--- config.mk ---
export PLATFORM = sky130hd
export DESIGN_NAME = if_prefetch
export DESIGN_NICKNAME = d
export VERILOG_FILES = /design/src/rtl/if_prefetch.sv
export SDC_FILE = /design/constraint.sdc
export NUM_CORES = 1
export LEC_CHECK = 0
export CAP_MARGIN = 10
export CORE_MARGIN = 2
export CORE_UTILIZATION = 40
export CTS_BUF_LIST = sky130_fd_sc_hd__clkbuf_8
export DETAILED_ROUTE_END_ITERATION = 10
export GPL_ROUTABILITY_DRIVEN = 0
export SLEW_MARGIN = 5
export SYNTH_ARGS = -nofsm -noshare
export SYNTH_HDL_FRONTEND = slang
export SYNTH_SLANG_ARGS = --single-unit
export TNS_END_PERCENT = 30
--- constraint.sdc ---
create_clock -name clk_in -period 7.8 [get_ports clk_in]
set_input_delay 0.78 -clock clk_in [delete_from_list [all_inputs] [get_ports clk_in]]
set_output_delay 0.78 -clock clk_in [all_outputs]
set_load 0.02 [all_outputs]
--- src/rtl/if_prefetch.sv ---
// Instruction-fetch stage: issues sequential I-cache requests ahead of demand into a
// DEPTH-entry queue of {pc, inst}, presented to IF_ID with a valid/ready handshake.
module if_prefetch #(
   parameter int                    ADDR_WIDTH = 32,
   parameter int                    DEPTH      = 4,
   parameter logic [ADDR_WIDTH-1:0] RESET_PC   = '0
) (
   input  logic                  clk_in,
   input  logic                  rst_in,
   input  logic                  rdy_in,
   input  logic                  jump_in,
   input  logic [ADDR_WIDTH-1:0] jumpTarget_in,
   input  logic                  memAccess_in,
   output logic                  icReq_out,
   output logic [ADDR_WIDTH-1:0] icAddr_out,
   input  logic                  icValid_in,
   input  logic [31:0]           icInst_in,
   output logic                  instE_out,
   output logic [ADDR_WIDTH-1:0] pc_out,
   output logic [31:0]           inst_out,
   input  logic                  idReady_in,
   output logic                  ifStall_out
);

   // Handshake: the head transfers to IF_ID on an edge where instE_out and idReady_in
   // are both 1 (and rdy_in=1); instE_out never depends on idReady_in.

   localparam int PW = $clog2(DEPTH);
   localparam int CW = PW + 1;
   localparam logic [CW-1:0] DEPTH_C = CW'(DEPTH);

   logic [ADDR_WIDTH-1:0] fpc_q, fpc_d;
   logic [ADDR_WIDTH-1:0] addr_q, addr_d;
   logic                  req_q, req_d;
   logic                  drop_q, drop_d;
   logic [PW-1:0]         head_q, head_d;
   logic [PW-1:0]         tail_q, tail_d;
   logic [CW-1:0]         count_q, count_d;

   logic [ADDR_WIDTH-1:0] pc_mem   [DEPTH];
   logic [31:0]           inst_mem [DEPTH];

   logic          resp;
   logic          inst_e;
   logic          pop;
   logic          push;
   logic          issue;
   logic [CW-1:0] count_post;

   assign resp       = icValid_in & req_q;
   assign inst_e     = rst_in & ~jump_in & (count_q != '0);
   assign pop        = inst_e & idReady_in;
   assign push       = resp & ~drop_q & ~jump_in;
   assign count_post = count_q + CW'(push) - CW'(pop);
   // The new request reserves a queue slot, so its response can never overflow.
   assign issue      = ~jump_in & ~memAccess_in & ~drop_q & (~req_q | resp) &
                       (count_post < DEPTH_C);

   always_comb begin
      fpc_d   = fpc_q;
      addr_d  = addr_q;
      req_d   = req_q;
      drop_d  = drop_q;
      head_d  = head_q;
      tail_d  = tail_q;
      count_d = count_q;
      if (rdy_in) begin
         if (jump_in) begin
            head_d  = '0;
            tail_d  = '0;
            count_d = '0;
            fpc_d   = jumpTarget_in;
            if (resp) begin
               req_d  = 1'b0;
               addr_d = '0;
               drop_d = 1'b0;
            end else if (req_q) begin
               drop_d = 1'b1;
            end
         end else begin
            if (pop)  head_d = head_q + PW'(1);
            if (push) tail_d = tail_q + PW'(1);
            count_d = count_post;
            if (resp && drop_q) begin
               drop_d = 1'b0;
               req_d  = 1'b0;
               addr_d = '0;
            end else if (issue) begin
               req_d  = 1'b1;
               addr_d = fpc_q;
               fpc_d  = fpc_q + ADDR_WIDTH'(4);
            end else if (resp) begin
               req_d  = 1'b0;
               addr_d = '0;
            end
         end
      end
   end

   always_ff @(posedge clk_in) begin
      if (!rst_in) begin
         fpc_q   <= RESET_PC;
         addr_q  <= '0;
         req_q   <= 1'b0;
         drop_q  <= 1'b0;
         head_q  <= '0;
         tail_q  <= '0;
         count_q <= '0;
      end else begin
         fpc_q   <= fpc_d;
         addr_q  <= addr_d;
         req_q   <= req_d;
         drop_q  <= drop_d;
         head_q  <= head_d;
         tail_q  <= tail_d;
         count_q <= count_d;
      end
   end

   always_ff @(posedge clk_in) begin
      if (rst_in && rdy_in && push) begin
         pc_mem[tail_q]   <= addr_q;
         inst_mem[tail_q] <= icInst_in;
      end
   end

   assign icReq_out   = req_q;
   assign icAddr_out  = addr_q;
   assign instE_out   = inst_e;
   assign pc_out      = inst_e ? pc_mem[head_q] : '0;
   assign inst_out    = inst_e ? inst_mem[head_q] : '0;
   assign ifStall_out = rst_in & (count_q == '0);

endmodule

# After elaboration in Yosys (flattened, before gate mapping)

Memories as Yosys holds them, arrays and structs flattened. A register that Yosys moved wholly into a read port is not among the register bits.
Index checks and enable logic that the tools add are counted.

Latch bits: 0
Memory bits (writable): 256
Memory bits (read-only): 0
Memories kept: 2
Flip-flop bits (word level): 73
Input bits: 71
Word-level logic and storage cells: 74
Output and inout bits: 99

Bitwise operators: 16
Add/subtract/negate cells: 5
Equality and inequality tests: 2
Multiply operators: 0
Reduce and logical (&&, ||, !) cells: 13
Div/mod/pow operators: 0
Mux-type cells: 28
Shifts and indexed selects: 0
Magnitude comparators: 1

Memories:

| name     | words | width | read ports | clocked after Yosys merged registers in | write ports | line | text |
|---|---|---|---|---|---|---|---|
| inst_mem | 4     | 32    | 1          | 1                                       | 1           | 41   | `logic [31:0] inst_mem [DEPTH];` |
| pc_mem   | 4     | 32    | 1          | 1                                       | 1           | 40   | `logic [ADDR_WIDTH-1:0] pc_mem [DEPTH];` |

Operator list:

| kind                                                             | number |
|---|---|
| 32-bit two-way mux                                               | 9 |
| 32-bit by 3-bit adder with 32-bit output (second input constant) | 1 |
| 2-bit two-way mux                                                | 8 |
| 1-bit bitwise AND                                                | 11 |
| 1-bit two-way mux                                                | 10 |
| 2-bit nonzero test                                               | 4 |
| 3-bit AND reduction                                              | 2 |
| 2-bit by 1-bit adder with 2-bit output (second input constant)   | 2 |
| 1-bit NOT                                                        | 4 |
| 2-bit AND reduction                                              | 2 |
| 3-bit by 1-bit adder with 3-bit output                           | 1 |
| 1-bit logical AND                                                | 3 |
| 3-bit logical NOT                                                | 1 |
| 3-bit < comparator (second input constant)                       | 1 |
| 3-bit two-way mux                                                | 1 |
| 3-bit by 1-bit != test with 1-bit output (second input constant) | 1 |
| 3-bit nonzero test                                               | 1 |
| 3-bit by 1-bit subtractor with 3-bit output                      | 1 |
| 2-bit != test (second input constant)                            | 1 |
| 1-bit OR                                                         | 1 |

# Logic depth before layout (Yosys ltp)

Gate-level depths: netlist (run 1).

Word-level depth: 10
Depth in mapped cells: 17
Gate-level depth less buffers: 13

# Worst setup path before layout (run 1)

OpenSTA, ideal clock, no wires.

Kind: input -> register
Start: in jump_in
End: reg fpc_q[16]
Setup slack: 3.920 ns
Path buffers: 3
Stages: 15
Data required time: 7.678 ns
Setup time: 0.122 ns
Data arrival time: 3.758 ns
Path through: clkbuf_1 > inv_1 > clkbuf_1 > buf_4 > nand3_1 > ha_1 > inv_1 > ha_1 > inv_1 > fa_1 > xor3_1 > or4_4 > o21ai_4 > nor2_1 > o311a_1

Longest elaborated chain between the ends: 9
Elaborated cells between the ends (all ways): 16
Classes of those cells: add/sub: 2; order compare: 1; eq/ne: 1; mux: 1; bitwise: 9; reduce/logical: 2

RTL lines:

| item                                                                                           | line | text |
|---|---|---|
| start: declaration                                                                             | 11   | `input logic jump_in,` |
| parallel branches: the longest is 9 deep, another holds 3-bit by 1-bit adder with 3-bit output | n/a  |  |
| end signal: assignment                                                                         | 110  | `fpc_q <= fpc_d;` |
| end: declaration                                                                               | 32   | `logic [ADDR_WIDTH-1:0] fpc_q, fpc_d;` |

Parallel ways; which one is timed is not known.
A chain may end at the register's enable or synchronous reset.

# Worst setup path in the final report (run 1)

Start: in rst_in
End: out pc_out[22]

Longest elaborated chain between the ends: 3

RTL lines:

| item                           | line | text |
|---|---|---|
| start: declaration             | 9    | `input logic rst_in,` |
| 1-bit bitwise AND (2 in a row) | 51   | `assign inst_e = rst_in & ~jump_in & (count_q != '0);` |
| 32-bit two-way mux             | 130  | `assign pc_out = inst_e ? pc_mem[head_q] : '0;` |
| end: declaration               | 19   | `output logic [ADDR_WIDTH-1:0] pc_out,` |

No other way between the ends.

==> results of run 1 <==
[layer usage]
layer	GRT usage, %	vias up
li1	-	3628
met4	5.45	0
met5	0	-
met1	24.1	3913
met2	27.3	266
met3	3.74	40
[cells by family after synthesis]
group / Yosys count / share of synthesized area (%)
flip-flops: 331 / 69.3
AND/OR/NAND/NOR: 211 / 8.64
AO/OA/AOI/OAI: 139 / 7.54
multiplexers: 67 / 11.1
buffers and inverters: 62 / 2.18
adder cells (fa/ha/maj): 8 / 0.812
XOR/XNOR: 4 / 0.378
[final timing paths]
kind                      startpoint                     end  cells past startpoint
max                           rst_in              pc_out[22]                      7
min            fpc_q[0]$_SDFFE_PN0P_   fpc_q[0]$_SDFFE_PN0P_                      2
max reg2reg  count_q[1]$_SDFFE_PN0P_  fpc_q[16]$_SDFFE_PN0P_                     13
min reg2reg    fpc_q[0]$_SDFFE_PN0P_   fpc_q[0]$_SDFFE_PN0P_                      2
[state kept, by name (all words and copies together) (netlist names), named ones only]
name,flops
count_q,3
drop_q,1
fpc_q,32
head_q,2
icAddr_out,32
icReq_out,1
inst_mem,128
pc_mem,128
tail_q,2
[cell usage after synthesis (2+ instances only)]
library cell / count / area, sq um
buf_2: 13 / 65.1
nand4_1: 6 / 37.5
and2_1: 68 / 425
o211ai_1: 4 / 30.0
buf_4: 3 / 22.5
a32o_1: 3 / 30.0
a22oi_1: 5 / 37.5
edfxtp_1: 256 / 7690
dfxtp_1: 75 / 1500
nor2_1: 36 / 135
o41ai_1: 2 / 17.5
nand2b_1: 3 / 18.8
inv_1: 14 / 52.6
clkbuf_1: 23 / 86.3
a32oi_1: 3 / 26.3
ha_1: 7 / 87.6
or3_1: 2 / 12.5
nand2_1: 41 / 154
o31a_1: 2 / 17.5
xnor2_1: 2 / 17.5
nand3_1: 22 / 110
or4_1: 4 / 30.0
a21oi_1: 32 / 160
nor4_1: 5 / 31.3
a211oi_1: 4 / 30.0
mux2i_1: 2 / 20.0
o21ai_0: 20 / 100
o221a_2: 5 / 56.3
a22o_1: 32 / 280
a31oi_1: 4 / 25.0
a21o_1: 3 / 22.5
buf_6: 3 / 33.8
and3_1: 12 / 75.1
buf_1: 4 / 15.0
o21ai_1: 2 / 10.0
o2bb2ai_1: 2 / 17.5
o31ai_1: 6 / 45.0
a311oi_1: 2 / 17.5
nor3_1: 5 / 25.0
mux4_2: 64 / 1440
[layout make-up]
cell class                 instances  area [sq um]
clock buffer                      54           743
clock inverter                    44           240
fill                            2755         16200
inverter                          14          52.6
multi-input combinational        429          3810
sequential                       331          9200
tap                              442           553
timing repair buffer             181          1780
[worst register-to-register path, delay by kind of cell (launching register included)]
kind                       cells  cell delay, ps
buffers and inverters          2             110
adders and majority gates      3             820
AOI/OAI and AO/OA              2             870
and+or+nand+nor                5            1180
DFF                            1             380
xor gates and xnor gates       1             220
[through the flow]
step / power [uW] / hold slack (ps)
2_1_floorplan: 2000 / 437
3_3_place_gp: 2070 / 445
3_5_place_dp: 2070 / 454
4_1_cts: 3460 / 462
5_1_grt: 3540 / 488
6_report: 3410 / 463
[power groups by stage]
stage                     sequential [uW]  combinational, uW  clock (uW)
final                                1920                120        1370
after CTS                            1920                120        1420
after floorplan                      1950               56.0           0
after global routing                 1920                131        1490
after global placement               1950                118           0
after detailed placement             1950                119           0
==> results.sh, run 1 <==
export IMPL_status="complete, no violations"
export IMPL_yosys_warnings=0
export IMPL_antenna_left=0
export IMPL_finalClockSkew_ps=17.3
export IMPL_start_util_pct=40.6
export IMPL_wl_met3_um=1730
export IMPL_synth_cell_types=61
export IMPL_via_per_inst=5.25
export IMPL_wl_met2_um=13900
export IMPL_stdcell_area_sq_mm=0.0164
export IMPL_crit_family="buffers and inverters"
export IMPL_slowest_stage="clkdlybuf4s50_1"
export IMPL_p_sw_uw=741
export IMPL_synth_top_flop_cell="edfxtp_1"
export IMPL_htreeDepth=2
export IMPL_placedCellCount=1397
export IMPL_required_ps=7020
export IMPL_placed_area_sq_mm=0.0154
export IMPL_grt_pass1_wl_um=45500
export IMPL_drc_errors=0
export IMPL_m1WireLength_um=13300
export IMPL_ff2ff_setup_slack_ps=4130
export IMPL_critPathCaptureType="output port"
export IMPL_io_buffers=169
export IMPL_path_clk_slew_ps=60
export IMPL_finalNonFillerCells=1495
export IMPL_dieArea_sq_mm=0.0346
export IMPL_crit_type="input pin to output port"
export IMPL_synth_area_sq_mm=0.0133
export IMPL_ys_ff_latch=331
export IMPL_p_leak_uw=0.00524
export IMPL_rows=66
export IMPL_setup_ws_ps=3530
export IMPL_top_layer="met4"
export IMPL_cts_buffers=54
export IMPL_cts_setup_buffers=0
export IMPL_yosysSeqAreaShare_pct=69.3
export IMPL_layout_common_cells="256 x edfxtp_1, 168 x clkdlybuf4s50_1, 73 x dfxtp_1, 68 x and2_1, 64 x mux4_2"
export IMPL_max_freq_mhz=234
export IMPL_drv_cap=0
export IMPL_drive_gt1_share_pct=15.8
export IMPL_first_pass_iters=5
export IMPL_worst_slew_pin_slew_ps=1060
export IMPL_chipWidth_um=186
export IMPL_vias=7847
export IMPL_boundaryPins=170
export IMPL_layout_min_cycle_time_ps=4270
export IMPL_hold_class="flip-flop to flip-flop"
export IMPL_drt_iter0_drc=446
export IMPL_wl_per_cell_um=19.8
export IMPL_wl_um=29600
export IMPL_clock_path_buffers=3
export IMPL_crit_path_cell_trace="clkdlybuf4s50_1 > buf_4 > nand2b_1 > nor2_4 > buf_4 > and2_1 > clkdlybuf4s50_1"
export IMPL_finalCritPeriodShare_pct=54.7
export IMPL_hpwlAfterDp_um=17300
export IMPL_cts_resized=0
export IMPL_synthArstFlopShare_pct=0
export IMPL_path_buf_inv=4
export IMPL_grt_remaining_overflow=0
export IMPL_slew_violations=0
export IMPL_die_h_um=186
export IMPL_core_area_sq_mm=0.0326
export IMPL_finalHoldViolCount=0
export IMPL_pwr_share_comb_pct=3.5
export IMPL_p_seq_share_pct=56.2
export IMPL_power_density_mw_per_mm2=208
export IMPL_final_common_cell="edfxtp_1"
export IMPL_synthToLayoutAreaGrowth_pct=23.5
export IMPL_crit_path_max_incr_delay_ps=680
export IMPL_grt_max_degree=68
export IMPL_postSynthAreaPerCell_sq_um=16.1
export IMPL_antenna_found_initial=0
export IMPL_worstSkewPairLatency_ps=570
export IMPL_clock_root_buffer="clkbuf_8"
export IMPL_max_slew_margin_rel_pct=29.6
export IMPL_cp_max_fo=67
export IMPL_grt_use_total_pct=17.3
export IMPL_nets=1090
export IMPL_syn_inst=822
export IMPL_finalSetupViolCount=0
export IMPL_ctsHoldBuffers=0
export IMPL_cts_sinks=331
export IMPL_grt_setup_unrepaired="no"
export IMPL_vdd_drop_max_mv=0.0923
export IMPL_tns_ps=0
export IMPL_post_route_util_pct=50.2
export IMPL_syn_nets=901
export IMPL_grt_pass1_vias=7981
export IMPL_diodes=0
export IMPL_synth_edf_count=256
export IMPL_cp_start_kind="input pin"
export IMPL_p_int_uw=2670
export IMPL_cts_tree="yes"
export IMPL_place_ws_ps=3090
export IMPL_p_sw_share_pct=21.7
export IMPL_cp_data_arrival_time_ps=3490
export IMPL_p_clk_share_pct=40.3
Note: power is estimated with default switching activity, not from simulation.
==> run 2, diff against run 1 <==
==> constraint.sdc (replaced) <==
create_clock -name clk_in -period 3.6 [get_ports clk_in]
set_input_delay 0.36 -clock clk_in [delete_from_list [all_inputs] [get_ports clk_in]]
set_output_delay 0.36 -clock clk_in [all_outputs]
set_load 0.02 [all_outputs]
==> run 2 against run 1 <==
  * Register-to-register slack worse by 3900 ps
  * Die area stayed put
  * Sequential cell count stayed put
  * Worst setup slack worse by 3300 ps
  * Critical path type is now flip-flop to flip-flop
  * Global-route usage is 0.29 points higher
  * Sequential share of layout area is 1.1 points lower
  * Non-clock buffer count is 22 higher
  * Combinational power is 130% higher
  * Highest routed layer unchanged
==> results.sh, run 2 (same netlist as run 1, synthesis figures left out) <==
export IMPL_max_slew_margin_rel_pct=38.7
export IMPL_die_h_um=186
export IMPL_finalHoldViolCount=0
export IMPL_core_area_sq_mm=0.0326
export IMPL_io_buffers=169
export IMPL_drv_cap=0
export IMPL_grt_remaining_overflow=0
export IMPL_layout_common_cells="256 x edfxtp_1, 165 x clkdlybuf4s50_1, 73 x dfxtp_1, 68 x and2_1, 64 x mux4_2"
export IMPL_p_seq_share_pct=56.1
export IMPL_antenna_found_initial=0
export IMPL_tns_ps=0
export IMPL_cp_start_kind="flip-flop"
export IMPL_cts_buffers=55
export IMPL_grt_use_total_pct=17.6
export IMPL_r2r_start="count_q[2]$_SDFFE_PN0P_"
export IMPL_worstSkewPairLatency_ps=560
export IMPL_min_to="fpc_q[28]$_SDFFE_PN0P_"
export IMPL_drt_iter0_drc=672
export IMPL_whs_ps=368
export IMPL_cts_setup_buffers=0
export IMPL_p_clk_share_pct=40.1
export IMPL_hpwlAfterDp_um=18800
export IMPL_drc_errors=0
export IMPL_final_common_cell="edfxtp_1"
export IMPL_cp_data_arrival_time_ps=3840
export IMPL_cp_max_fo=12
export IMPL_nets=1113
export IMPL_power_density_mw_per_mm2=443
export IMPL_critPathCaptureType="flip-flop"
export IMPL_p_leak_uw=0.00542
export IMPL_worst_slew_pin_slew_ps=911
export IMPL_clock_path_buffers=3
export IMPL_crit_type="flip-flop to flip-flop"
export IMPL_layout_min_cycle_time_ps=3380
export IMPL_pwr_share_comb_pct=3.8
export IMPL_boundaryPins=170
export IMPL_vdd_drop_max_mv=0.210
export IMPL_p_sw_share_pct=21.4
export IMPL_antenna_left=0
export IMPL_synthToLayoutAreaGrowth_pct=26.0
export IMPL_grt_pass1_wl_um=46100
export IMPL_ff2ff_setup_slack_ps=220
export IMPL_rows=66
export IMPL_p_sw_uw=1590
export IMPL_hold_class="input pin to flip-flop"
export IMPL_drive_gt1_share_pct=17.8
export IMPL_finalSetupViolCount=0
export IMPL_finalClockSkew_ps=21.5
export IMPL_slew_violations=0
export IMPL_vias=7980
export IMPL_grt_setup_unrepaired="no"
export IMPL_first_pass_iters=5
export IMPL_finalCritPeriodShare_pct=93.9
export IMPL_worst_r2r_path_depth=14
export IMPL_required_ps=4060
export IMPL_top_regs="inst_mem: 128 flops, pc_mem: 128 flops"
export IMPL_cts_tree="yes"
export IMPL_wl_um=30100
export IMPL_reg2reg_to="fpc_q[3]$_SDFFE_PN0P_"
export IMPL_grt_pass1_vias=7965
export IMPL_cts_sinks=331
export IMPL_via_per_inst=5.25
export IMPL_dieArea_sq_mm=0.0346
export IMPL_max_freq_mhz=296
export IMPL_p_int_uw=5810
export IMPL_ctsHoldBuffers=0
export IMPL_htreeDepth=2
export IMPL_grt_max_degree=68
export IMPL_status="complete, no violations"
export IMPL_clock_root_buffer="clkbuf_8"
export IMPL_path_clk_slew_ps=60
export IMPL_start_util_pct=40.6
export IMPL_chipWidth_um=186
export IMPL_wl_per_cell_um=19.8
export IMPL_hold_depth=4
export IMPL_cts_resized=0
export IMPL_hold_start="jump_in"
run 2: cell count changes in the layout (fill, tap and decap cells not counted):
cell / delta
clkinvlp_4: -2
diode_2: +1
inv_6: -1
bufinv_16: -2
inv_1: +4
buf_12: +12
clkdlybuf4s50_1: -3
clkinv_2: -3
buf_4: +13
clkbuf_8: +8
clkinv_1: -3
run 2: area by class of cell:
class	count	area, sq um
fill	2757	15900
sequential	331	9200
multi-input combinational	429	3810
timing repair buffer	203	2080
clock buffer	62	853
tap	442	553
clock inverter	37	145
inverter	14	52.6
antenna	1	2.50
run 2: worst max path at each step:
stage	from	endpoint	slack, ps	cells after the start
detailed placement	rst_in	fpc_q[15]$_SDFFE_PN0P_	-9	15
finish	count_q[2]$_SDFFE_PN0P_	fpc_q[3]$_SDFFE_PN0P_	220	14
CTS	count_q[2]$_SDFFE_PN0P_	fpc_q[15]$_SDFFE_PN0P_	190	14
floorplan	jump_in	fpc_q[16]$_SDFFE_PN0P_	140	15
global placement	rst_in	fpc_q[3]$_SDFFE_PN0P_	70	15
global route	count_q[1]$_SDFFE_PN0P_	fpc_q[21]$_SDFFE_PN0P_	10	14
run 2: metal layers:
metal  track usage [%]  wire length, um  vias to the layer above
met5                 0                0                        -
met2              27.6            14200                      272
met3              3.38             1700                       39
met4              4.41              377                        0
met1              25.4            13800                     3994
li1                  -                -                     3675
run 2: power by group through the flow:
| stage | combinational (uW) | sequential (uW) | clock, uW |
|---|---|---|---|
| 3_5_place_dp | 277 | 4230 | 0 |
| 4_1_cts | 278 | 4150 | 3080 |
| 5_1_grt | 302 | 4150 | 3260 |
| 2_1_floorplan | 121 | 4220 | 0 |
| 6_report | 278 | 4150 | 2970 |
| 3_3_place_gp | 273 | 4230 | 0 |
run 2: critical path, stage by stage (launching register included):
cell	delay, ps
dfxtp_1	340
nor3_1	400
nor2_4	40
and2_1	180
ha_1	290
inv_1	60
ha_1	120
inv_1	50
fa_1	390
xor3_1	210
or4_4	480
o21ai_4	240
buf_4	230
nor2_1	60
a211oi_1	200
run 2: metrics by stage:
step | setup slack, ps | total power [uW] | area, sq um | cells | utilization (%)
after global placement | 67.9 | 4500 | 15700 | 1419 | 48.1
after global routing | 9.93 | 7710 | 16700 | 1518 | 51.2
after floorplan | 140 | 4340 | 13300 | 822 | -
final | 219 | 7400 | 16700 | 1519 | 51.2
after CTS | 188 | 7500 | 16700 | 1518 | 51.2
after detailed placement | -9.21 | 4510 | 15700 | 1419 | 48.1
==> run 3, diff against run 2 <==
--- a/config.mk
+++ b/config.mk
@@ -11,6 +11,7 @@
 export CTS_BUF_LIST = sky130_fd_sc_hd__clkbuf_8
 export DETAILED_ROUTE_END_ITERATION = 10
 export GPL_ROUTABILITY_DRIVEN = 0
+export SETUP_SLACK_MARGIN = 0.4
 export SLEW_MARGIN = 5
 export SYNTH_ARGS = -nofsm -noshare
 export SYNTH_HDL_FRONTEND = slang
==> run 3 against run 2 <==
  * Die area unchanged
  * Clock skew down 0.98 ps
  * Sequential power hardly changed
  * Combinational power increased by 5%
  * Non-clock buffer count is 1 lower
  * Cell count down 0.33%
  * Critical path type is now flip-flop to output port
  * Largest power group unchanged
  * Highest routed layer unchanged
==> results.sh, run 3 (same netlist as run 1, synthesis figures left out) <==
export IMPL_hpwlAfterDp_um=18200
export IMPL_antenna_left=0
export IMPL_pwr_share_comb_pct=3.8
export IMPL_worst_slew_pin_slew_ps=777
export IMPL_grt_remaining_overflow=0
export IMPL_core_area_sq_mm=0.0326
export IMPL_p_sw_uw=1600
export IMPL_finalHoldViolCount=0
export IMPL_top_regs="inst_mem: 128 flops, pc_mem: 128 flops"
export IMPL_grt_max_degree=68
export IMPL_status="complete, no violations"
export IMPL_critPathCaptureType="output port"
export IMPL_boundaryPins=170
export IMPL_crit_path_cell_trace="buf_12 > mux4_2 > and2_1 > clkdlybuf4s50_1"
export IMPL_layout_min_cycle_time_ps=3110
export IMPL_cp_max_fo=26
export IMPL_clock_root_buffer="clkbuf_8"
export IMPL_p_clk_share_pct=42.0
export IMPL_chipWidth_um=186
export IMPL_slowest_stage="dfxtp_4"
export IMPL_clock_path_buffers=3
export IMPL_drt_iter0_drc=533
export IMPL_stdcell_area_sq_mm=0.0168
export IMPL_first_pass_iters=4
export IMPL_path_clk_slew_ps=60
export IMPL_path_buf_inv=2
export IMPL_p_sw_share_pct=20.8
export IMPL_antenna_found_initial=0
export IMPL_power_density_mw_per_mm2=455
export IMPL_rows=66
export IMPL_layout_common_cells="256 x edfxtp_1, 165 x clkdlybuf4s50_1, 70 x dfxtp_1, 67 x and2_1, 64 x mux4_2"
export IMPL_cts_buffers=55
export IMPL_nets=1112
export IMPL_diodes=0
export IMPL_setup_ws_ps=487
export IMPL_wl_per_cell_um=19.9
export IMPL_p_seq_share_pct=54.2
export IMPL_slew_violations=0
export IMPL_grt_use_total_pct=17.5
export IMPL_drc_errors=0
export IMPL_worst_r2r_path_depth=14
export IMPL_cts_sinks=331
export IMPL_crit_family="buffers and inverters"
export IMPL_via_per_inst=5.26
export IMPL_r2r_start="count_q[1]$_SDFFE_PN0P_"
export IMPL_multiInputGateArea_sq_mm=0.00388
export IMPL_fill_cells=2740
export IMPL_cts_setup_buffers=0
export IMPL_crit_path_max_incr_delay_ps=570
export IMPL_finalSetupViolCount=0
export IMPL_drive_gt1_share_pct=19.0
export IMPL_grt_setup_unrepaired="yes"
export IMPL_synthToLayoutAreaGrowth_pct=27.1
export IMPL_vdd_drop_max_mv=0.196
export IMPL_p_int_uw=6060
export IMPL_tns_ps=0
export IMPL_dieArea_sq_mm=0.0346
export IMPL_vias=7970
export IMPL_worstSkewPairLatency_ps=570
export IMPL_max_slew_margin_rel_pct=48.2
export IMPL_ff2ff_setup_slack_ps=490
export IMPL_die_h_um=186
export IMPL_hold_class="input pin to flip-flop"
export IMPL_final_common_cell="edfxtp_1"
export IMPL_placed_area_sq_mm=0.0157
export IMPL_cp_data_arrival_time_ps=2750
export IMPL_cts_tree="yes"
export IMPL_reg2reg_to="icAddr_out[30]$_SDFFE_PN0P_"
export IMPL_p_leak_uw=0.00546
export IMPL_hold_start="jump_in"
export IMPL_wl_um=30200
export IMPL_hold_depth=5
export IMPL_max_freq_mhz=321
export IMPL_post_route_util_pct=51.6
export IMPL_seqCellArea_sq_mm=0.00920
export IMPL_io_buffers=169
export IMPL_cp_start_kind="flip-flop"
export IMPL_required_ps=3240
export IMPL_start_util_pct=40.6
export IMPL_finalClockSkew_ps=20.6
export IMPL_htreeDepth=2
export IMPL_crit_type="flip-flop to output port"
export IMPL_drv_cap=0
export IMPL_grt_pass1_wl_um=45700
export IMPL_place_ws_ps=-31.2
export IMPL_min_to="count_q[0]$_SDFFE_PN0P_"
export IMPL_ctsHoldBuffers=0
export IMPL_grt_pass1_vias=8002
export IMPL_finalCritPeriodShare_pct=86.5
run 3: cell count changes in the layout (fill, tap and decap cells not counted), sizes merged:
cell,before,now
inv,37,33
buf,38,36
diode,1,0
clkinv,14,13
clkbuf,62,61
bufinv,0,4
run 3: through the flow:
step | std cells | hold slack [ps] | power (uW)
4_1_cts | 1513 | 319 | 7750
3_3_place_gp | 1416 | 446 | 4500
5_1_grt | 1514 | 366 | 7950
6_report | 1514 | 364 | 7660
3_5_place_dp | 1416 | 458 | 4500
2_1_floorplan | 822 | 437 | 4350
run 3: layer usage:
metal / share of wire, % / track usage [%]
met2: 47 / 27.8
met5: 0 / 0
met1: 45 / 24.6
met3: 6.0 / 3.66
met4: 1.5 / 4.31
run 3: worst max-delay path by stage:
stage / start / endpoint / slack (ps) / cells after the start
after floorplan: jump_in / fpc_q[16]$_SDFFE_PN0P_ / 410 / 15
after global placement: rst_in / fpc_q[3]$_SDFFE_PN0P_ / 70 / 15
after detailed placement: rst_in / fpc_q[3]$_SDFFE_PN0P_ / -30 / 15
after CTS: flip-flop / pc_out[2] / 400 / 4
after global routing: flip-flop / pc_out[2] / 320 / 4
final: flip-flop / pc_out[2] / 490 / 4
run 3: area by class of cell:
| class | instances | share of cell area, % |
|---|---|---|
| clock buffer | 60 | 4.90 |
| sequential | 331 | 54.6 |
| clock inverter | 36 | 1.46 |
| timing repair buffer | 202 | 12.4 |
| multi-input combinational | 429 | 23.0 |
| inverter | 14 | 0.312 |
| tap | 442 | 3.28 |
run 3: worst min-delay path, delay by kind of cell:
kind	cells	cell delay, ps
AOI/OAI and AO/OA	1	60
buffers and inverters	3	360
and+or+nand+nor	1	110
run 3: what timing repair did:
action / CTS / global route
cloned: 1 / 1
pin swaps: 2 / 1
endpoints found under the setup margin: 59 / 78
resized for setup: 4 / 12
run 3: power groups by stage:
stage	combinational, uW	sequential (uW)	clock, uW
final	293	4150	3210
after detailed placement	274	4230	0
after CTS	282	4150	3320
after global placement	272	4230	0
after floorplan	123	4220	0
after global routing	316	4150	3480
